## src/rtl/cpu_types_pkg.sv

```systemverilog
// Shared CPU types.
//   word_t        : 32-bit machine word
//   fetch_state_t : fetch-stage control states
//   NOP_INSTR     : encoding of SLL $0,$0,0, used as the pipeline bubble
package cpu_types_pkg;

  typedef logic [31:0] word_t;

  typedef enum logic [1:0] {
    FETCH  = 2'd0,
    HOLD   = 2'd1,
    HALTED = 2'd2
  } fetch_state_t;

  localparam word_t NOP_INSTR = 32'h0000_0000;

endpackage

```

## src/rtl/fetch_stage.sv

```systemverilog
// Instruction-fetch stage feeding the IF/ID pipeline register.
// Owns the PC and the instruction-memory request, keeps a one-entry hold
// buffer for an instruction that returns while IF/ID is stalled, and handles
// taken branch/jump redirects and halt.
//
// Ports:
//   CLK, RST       clock (rising edge), synchronous active-high reset
//   ihit, iload    instruction memory response for iaddr this cycle
//   iREN, iaddr    instruction memory request
//   stall          IF/ID must hold this cycle
//   redirect(_addr) taken branch/jump and its target
//   halt           halt has reached writeback
//   instr_out, pc_4_out, instr_valid, flush_out  to IF/ID
//   fetch_count    saturating count of instructions handed to IF/ID
module fetch_stage
  import cpu_types_pkg::*;
#(
  parameter word_t       PC_INIT      = 32'h0000_0000,
  parameter word_t       BUBBLE_INSTR = NOP_INSTR,
  parameter int unsigned CNT_W        = 32
) (
  input  logic             CLK,
  input  logic             RST,
  input  logic             ihit,
  input  logic [31:0]      iload,
  output logic             iREN,
  output logic [31:0]      iaddr,
  input  logic             stall,
  input  logic             redirect,
  input  logic [31:0]      redirect_addr,
  input  logic             halt,
  output logic [31:0]      instr_out,
  output logic [31:0]      pc_4_out,
  output logic             instr_valid,
  output logic             flush_out,
  output logic [CNT_W-1:0] fetch_count
);

  fetch_state_t     state_q, state_d;
  word_t            pc_q, pc_d;
  word_t            hold_instr_q, hold_instr_d;
  logic             hold_valid_q, hold_valid_d;
  logic [CNT_W-1:0] count_q, count_d;

  word_t pc_plus4;
  logic  active;
  logic  take_redirect;

  assign pc_plus4      = pc_q + 32'd4;
  assign active        = (state_q == FETCH) || (state_q == HOLD);
  // Halt belongs to an older instruction, so it overrides a same-cycle redirect.
  assign take_redirect = active && redirect && !halt;

  always_ff @(posedge CLK) begin
    if (RST) begin
      state_q      <= FETCH;
      pc_q         <= PC_INIT;
      hold_instr_q <= '0;
      hold_valid_q <= 1'b0;
      count_q      <= '0;
    end else begin
      state_q      <= state_d;
      pc_q         <= pc_d;
      hold_instr_q <= hold_instr_d;
      hold_valid_q <= hold_valid_d;
      count_q      <= count_d;
    end
  end

  // Saturating increment.
  function automatic logic [CNT_W-1:0] count_inc(input logic [CNT_W-1:0] c);
    return (&c) ? c : c + CNT_W'(1);
  endfunction

  // Next-state logic.
  always_comb begin
    state_d      = state_q;
    pc_d         = pc_q;
    hold_instr_d = hold_instr_q;
    hold_valid_d = hold_valid_q;
    count_d      = count_q;
    if (active && halt) begin
      state_d      = HALTED;
      hold_valid_d = 1'b0;
    end else if (take_redirect) begin
      // Dropping iaddr's old value abandons any pending response.
      state_d      = FETCH;
      pc_d         = redirect_addr & 32'hFFFF_FFFC;
      hold_valid_d = 1'b0;
    end else begin
      unique case (state_q)
        FETCH: begin
          if (ihit) begin
            if (stall) begin
              state_d      = HOLD;
              hold_instr_d = iload;
              hold_valid_d = 1'b1;
            end else begin
              pc_d    = pc_plus4;
              count_d = count_inc(count_q);
            end
          end
        end
        HOLD: begin
          if (!stall) begin
            state_d      = FETCH;
            pc_d         = pc_plus4;
            hold_valid_d = 1'b0;
            count_d      = count_inc(count_q);
          end
        end
        default: ;  // HALTED: only reset leaves
      endcase
    end
  end

  // Outputs, combinational from state and current inputs.
  always_comb begin
    iREN        = 1'b0;
    iaddr       = pc_q;
    instr_out   = BUBBLE_INSTR;
    instr_valid = 1'b0;
    pc_4_out    = pc_plus4;
    flush_out   = take_redirect;
    unique case (state_q)
      FETCH: begin
        iREN = 1'b1;
        if (ihit) begin
          instr_out   = iload;
          instr_valid = !take_redirect;
        end
      end
      HOLD: begin
        instr_out   = hold_instr_q;
        instr_valid = hold_valid_q && !take_redirect;
      end
      default: ;
    endcase
  end

  assign fetch_count = count_q;

endmodule
```

## config.mk

```make
export PLATFORM = sky130hd
export DESIGN_NAME = fetch_stage
export DESIGN_NICKNAME = d
export VERILOG_FILES = /design/src/rtl/cpu_types_pkg.sv /design/src/rtl/fetch_stage.sv
export SDC_FILE = /design/constraint.sdc
export NUM_CORES = 1
export LEC_CHECK = 0
export ABC_AREA = 0
export CAP_MARGIN = 25
export CORE_UTILIZATION = 41
export CTS_CLUSTER_SIZE = 25
export DETAILED_ROUTE_END_ITERATION = 10
export HOLD_SLACK_MARGIN = 0.15
export PLACE_DENSITY = 0.78
export REMOVE_ABC_BUFFERS = 1
export SLEW_MARGIN = 20
export SYNTH_ARGS = -nofsm -noshare
export SYNTH_HDL_FRONTEND = slang
export SYNTH_SLANG_ARGS = --single-unit
```

## constraint.sdc

```tcl
create_clock -name CLK -period 2.2 [get_ports CLK]
set_input_delay 0.44 -clock CLK [delete_from_list [all_inputs] [get_ports CLK]]
set_output_delay 0.44 -clock CLK [all_outputs]
set_load 0.005 [all_outputs]
```

After elaboration in Yosys (flattened, before gate mapping)
Cells that the tools add are included.

Bits in read-only memories: 0. Word-level logic and storage cells: 59. Bits of input ports: 70. Memories: 0. Memory bits (writable): 0. Bits in latches: 0. Output and inout bits: 131. Flip-flop bits (word level): 99.

Div/mod/pow operators: 0. $lt $le $gt $ge: 0. Add/sub/neg operators: 2. $mul: 0. Reduce and logical (&&, ||, !) cells: 18. Mux-type cells: 23. Shift operators: 0. Equal/unequal tests: 8. Bitwise logic cells: 2.

Operator list (count): 2-to-1 mux 32 bit (7); one-hot mux 32 bit (2 select lines) (3); adder 32 x 1 -> 32 bit (second input constant) (1); adder 32 x 3 -> 32 bit (second input constant) (1); AND reduction 32 bit (1); inequality test 4 x 3 -> 1 bit (second input constant) (3); AND reduction 4 bit (3); 2-to-1 mux 2 bit (5); inequality test 2 bit (second input constant) (3); 2-to-1 mux 1 bit (5); AND reduction 5 bit (1); logical AND 1 bit (4); one-hot mux 1 bit (2 select lines) (2); one-hot mux 2 bit (2 select lines) (1); nonzero test 4 bit (1); inequality test 3 bit (second input constant) (1); AND reduction 3 bit (1); nonzero test 3 bit (1); OR reduction 3 bit (1); == test 2 x 1 -> 1 bit (second input constant) (1); logical NOT 1 bit (2); logical NOT 2 bit (1); inverter 1 bit (2); nonzero test 2 bit (1); logical OR 1 bit (1).

Depth between registers and ports, before layout
Depth in word-level cells: 7. Gate-level depth with buffers: 10. Mapped depth without buffers: 6.

Least setup slack after synthesis
No wires, ideal clock.

Path kind: flip-flop to flip-flop. Start point: register count_q[0] (netlist: fetch_count[0]). End point: register count_q[24] (netlist: fetch_count[24]). Arrival time: 2126 ps. Clock period less this slack: 2196 ps. Stages on the path, launching flop included: 9. Setup slack: 4 ps. Data required time: 2130 ps. Buffers on the path: 2. Setup time: 70 ps. Cell sequence: dfxtp_1 ha_1 and2_1 clkbuf_1 nand4_1 or3_1 clkbuf_1 or4_1 a21oi_1.

Word-level cells in the longest chain between the ends: 5. Elaborated cells between the ends (all ways): 6. Those cells by class: add/sub (1); mux (4); reduce/logical (1).

Ends and longest elaborated chain: from (decl) (line fetch_stage.sv:43) `logic [CNT_W-1:0] count_q, count_d;`; from (signal assigned) (line fetch_stage.sv:66) `count_q <= count_d;`; adder 32 x 1 -> 32 bit / AND reduction 32 bit (equally long branches) (line fetch_stage.sv:72) `return (&c) ? c : c + CNT_W'(1);`; 2-to-1 mux 32 bit (*) (line fetch_stage.sv:72); 2-to-1 mux 32 bit (*) (line fetch_stage.sv:94, fetch_stage.sv:105); 2-to-1 mux 32 bit (line fetch_stage.sv:93) `if (ihit) begin`; one-hot mux 32 bit (2 select lines) (*) (line fetch_stage.sv:91) `unique case (state_q)`.

Mark *: on every way between the ends. The rest lies on a longest branch, timed or not. The select of a mux whose other input is x is not followed. A chain may end at the register's enable or synchronous reset.

Worst setup path after layout
Start point: register pc_q[9] (netlist: iaddr[9]). End point: output port pc_4_out[28].

Word-level cells in the longest chain between the ends: 1.

Ends and longest elaborated chain: from (decl) (line fetch_stage.sv:40) `word_t pc_q, pc_d;`; from (signal assigned) (line fetch_stage.sv:63) `pc_q <= pc_d;`; adder 32 x 3 -> 32 bit (line fetch_stage.sv:49) `assign pc_plus4 = pc_q + 32'd4;`; to (decl) (line fetch_stage.sv:33) `output logic [31:0] pc_4_out,`.

No other way between the ends.

==> parameters.txt <==
Parameter                              Value

Global routing
  Maximum number of pins on one net before global-route repair    46
  Number of global-route vias before repair    6403
  Initial antenna violation count    1
  Gr ovfl total    0
  First-pass GRT wire length    32300 um
  Total Routing Usage GR    30.5%

Outcome
  Failing checks    setup timing
  Status    finished, violations left

Logic synthesis
  Fraction of registers with async set/reset    0%
  Simple-gate share of the synthesized area    27.3%
  Commonest register cell after synthesis    sky130_fd_sc_hd__dfxtp_1
  Count of flip-flops with a built-in enable after synthesis    0
  Cell area after technology mapping    5380 um^2
  Mean cell area of the mapped netlist    7.81 um^2
  Gate Count Post-Synth    about 690
  Yosys warnings    0
  Dominant combinational cell family by area after synthesis    simple AND/OR/NAND/NOR gates
  Fraction of the yosys area taken by sequential cells    35.7%
  Compound-cell area share of the yosys netlist    between 20% and 30%
  Adder-cell area share of the yosys netlist    less than 1%
  Fraction of synthesized area in multiplexers    1.40%
  Xor/xnor cell area share of the yosys netlist    4.56%
  Number of flip-flops and latches in the synthesized netlist    96
  Distinct cell type count after synthesis    54

Pwr
  Combinational group share of total power    a little under a fifth
  Leak pwr    3.81 nW
  Internal power consumption    0.00328 W
  Power density over the cells    465 nW/um^2
  Peak ir drop on the vdd network    0.000337 V
  Switching Fraction    about 25%
  Portion of total power attributed to sequential cells    41.8%
  Net load switching power    0.00110 W
  Share of power burned in the clock network    38.9%

Timing
  Highest Clock Rate    0.408 GHz
  Final-report hold violation count    0
  Setup repair after global routing missed its margin    yes
  Minimum setup slack in the final design    -254 ps
  Worst-case hold slack    454 ps
  Max transition margin    64.1%
  Max Transition Viols Final    0
  Setup Skew    roughly 7.5 ps
  Final setup viols    23
  Post-route minimum period    2450 ps
  Final critical-path share of the clock period    112%
  Slew of the pin with the lowest slew margin    537 ps

Placement
  DPL Wire Length    13000 um
  RePlAce Congestion    0.869
  Port Buf Inserts    just under 200
  Placement-stage worst setup slack    -432 ps

Routing
  Number of iterations in the first detailed-routing pass    5
  Vias after detailed routing    6952
  Overall routed net length    22100 um
  Number of nets with antenna violations after routing    0
  Post-detailed-route wirelength per cell    18.6 um
  Vias per std cell    5.83
  Detailed router's first-iteration violation count    764
  DRC violation count after routing    0

Clock tree
  CTS Buf Count    9
  Number of H-tree branching levels    3
  Clock slew seen by the registers of the worst setup and hold paths    70 ps
  Clock network latency to the later pin of the worst-skew pair    between 300 and 400 ps
  Clock tree buffer depth    2
  Root buffer cell    sky130_fd_sc_hd__clkbuf_16
  TritonCTS Sinks    96
  TritonCTS clock tree    built

Setup path
  Crit path capture type    output port
  Startpoint types    register
  Data arrival at the endpoint of the critical path    approximately 2000 ps
  Critical path, cell by cell    nand4_1 -> buf_4 -> nor2_4 -> buf_6 -> buf_6 -> buf_6 -> nand4_1 -> xnor2_1 -> buf_2
  Data required time at the worst endpoint    between 1500 and 2000 ps
  Critical Path Max Stage Delay    around 340 ps
  Category of the critical setup timing path    register to output port
  Critical-path top delay cell    sky130_fd_sc_hd__dfxtp_2
  Crit Path Max Fanout    4
  Most common cell on crit path    sky130_fd_sc_hd__buf_6

Die
  Area of the core region    ~13000 um^2
  Width of the die    117 um
  Number of placement rows    slightly above 40
  Boundary Pins    201
  Die footprint    13600 um^2
  Initial Utilization    42.3%
  Die boundary height    117 um

Finish
  Layout overhead on the synthesized area    75.2%
  Fraction of final layout cells sized beyond drive strength 1    approximately 30%
  Nets    about 1100
  Antenna cells    0
  Final Core Density    74.0%

Worst hold path
  Hold/Removal Path Class    register to register

Run
  Maxcap violations    0
state kept, by name, indices dropped and copies added (netlist names):
register / cells
state_q: 2
iaddr: 30
hold_instr_q: 32
fetch_count: 32
kinds of logic after synthesis:
| kind of cell | count (synthesis) |
|---|---|
| multiplexers | 6 |
| adder cells (fa/ha/maj) | 2 |
| AND/OR/NAND/NOR | 282 |
| flip-flops | 96 |
| buffers and inverters | 73 |
| XOR/XNOR | 28 |
| other | 1 |
| AO/OA/AOI/OAI | 201 |
timing repair:
item                       4_1_cts  5_1_grt
resized for setup              224       59
setup endpoints to repair       69       83
hold buffers                     0        0
setup buffers                   35       15
pin swaps                       31       41
cloned                           3        0
power groups by stage:
stage,registers (W),clock network [W],logic [W]
global placement,0.00187,0,0.000779
finish,0.00183,0.00171,0.000844
detailed placement,0.00187,0,0.000783
global route,0.00184,0.00179,0.000897
floorplan,0.00189,0,0.000233
CTS,0.00183,0.00172,0.000805
layout by cell type (no fill, tap or decap), types with 5 or more instances in the layout:
master and instances:
sky130_fd_sc_hd__buf_4 145, sky130_fd_sc_hd__clkdlybuf4s50_1 129, sky130_fd_sc_hd__nand2_1 85, sky130_fd_sc_hd__dfxtp_1 74
sky130_fd_sc_hd__a21oi_1 67, sky130_fd_sc_hd__nor2_1 41, sky130_fd_sc_hd__a22o_1 37, sky130_fd_sc_hd__nand3_1 25
sky130_fd_sc_hd__buf_2 24, sky130_fd_sc_hd__buf_6 23, sky130_fd_sc_hd__a22oi_1 22, sky130_fd_sc_hd__o21ai_0 22
sky130_fd_sc_hd__dlygate4sd2_1 22, sky130_fd_sc_hd__or4_1 19, sky130_fd_sc_hd__nand4_1 19, sky130_fd_sc_hd__dfxtp_2 18
sky130_fd_sc_hd__or3_1 17, sky130_fd_sc_hd__inv_1 15, sky130_fd_sc_hd__o31ai_1 14, sky130_fd_sc_hd__a31oi_1 13
sky130_fd_sc_hd__xor2_1 11, sky130_fd_sc_hd__clkdlybuf4s15_1 10, sky130_fd_sc_hd__o211ai_1 9, sky130_fd_sc_hd__xnor2_2 9
sky130_fd_sc_hd__clkbuf_16 9, sky130_fd_sc_hd__xnor2_1 8, sky130_fd_sc_hd__nor2_4 7, sky130_fd_sc_hd__clkbuf_2 6
sky130_fd_sc_hd__buf_12 6, sky130_fd_sc_hd__nand3_4 5, sky130_fd_sc_hd__and3_4 5, sky130_fd_sc_hd__and4_1 5
cell type report:
type	instances	area [um^2]
inverter	15	56.3
tap	172	215
clock inverter	3	65.1
fill	956	3300
sequential	96	1960
timing repair buffer	371	3330
clock buffer	13	250
multi-input combinational	523	3540
final timing paths:
check                                       end  depth (start not counted)                     startpoint  slack [ps]
setup / recovery                   pc_4_out[28]                          9          iaddr[9]$_SDFFE_PP0P_        -250
hold / removal    hold_instr_q[30]$_SDFFE_PP0P_                          2  hold_instr_q[30]$_SDFFE_PP0P_         450
setup reg to reg         iaddr[18]$_SDFFE_PP0P_                          9          iaddr[3]$_SDFFE_PP0P_        -120
hold reg to reg   hold_instr_q[30]$_SDFFE_PP0P_                          2  hold_instr_q[30]$_SDFFE_PP0P_         450
worst max-delay path, delay by kind of cell, from the launching register on:
kind                   cells  cell delay [ps]
flip-flops                 1              340
XOR/XNOR                   1              220
AND/OR/NAND/NOR            3              400
buffers and inverters      5              710
synth_stat cells, drive strengths merged, types with 2 or more instances:
master,number,area (um^2)
xor2,11,96.3
nor2,48,180
dfxtp,96,1920
buf,16,96.4
xnor2,17,149
nor2b,5,31.3
o31ai,14,105
clkbuf,42,160
nor4,8,50.1
and4,5,43.8
a2bb2oi,2,17.5
inv,15,56.3
nand3b,2,15.0
ha,2,25.0
o21a,3,22.5
o21ai,23,115
or4b,2,23.8
or3,20,130
nand2b,3,18.8
o211ai,9,67.6
and2,4,25.0
and3,9,56.3
nor3b,3,22.5
nand2,88,330
nand4,20,131
a22oi,22,165
nor3,9,50.1
a31oi,13,81.3
a22o,37,324
or4,21,158
o32ai,4,35.0
mux2,6,75.1
nand3,33,170
a21oi,68,340
layer usage:
| metal | track usage (%) | up-vias | routed length (um) |
|---|---|---|---|
| met2 | 51.9 | 410 | 10600 |
| met3 | 6.85 | 77 | 2170 |
| met5 | 0 | - | 0 |
| li1 | - | 3197 | - |
| met1 | 36.5 | 3268 | 8560 |
| met4 | 14.0 | 0 | 777 |
per-stage QoR:
step                      cell area (um^2)  cells  setup TNS [ps]  power [W]
after floorplan                       5130    634          -99390    0.00212
after global placement                8320   1128          -25590    0.00265
after detailed placement              8320   1128          -28890    0.00265
after CTS                             9220   1181           -1230    0.00435
after global routing                  9420   1193           -4310    0.00452
final                                 9420   1193           -2660    0.00438
(Power assumes the default switching activity.)
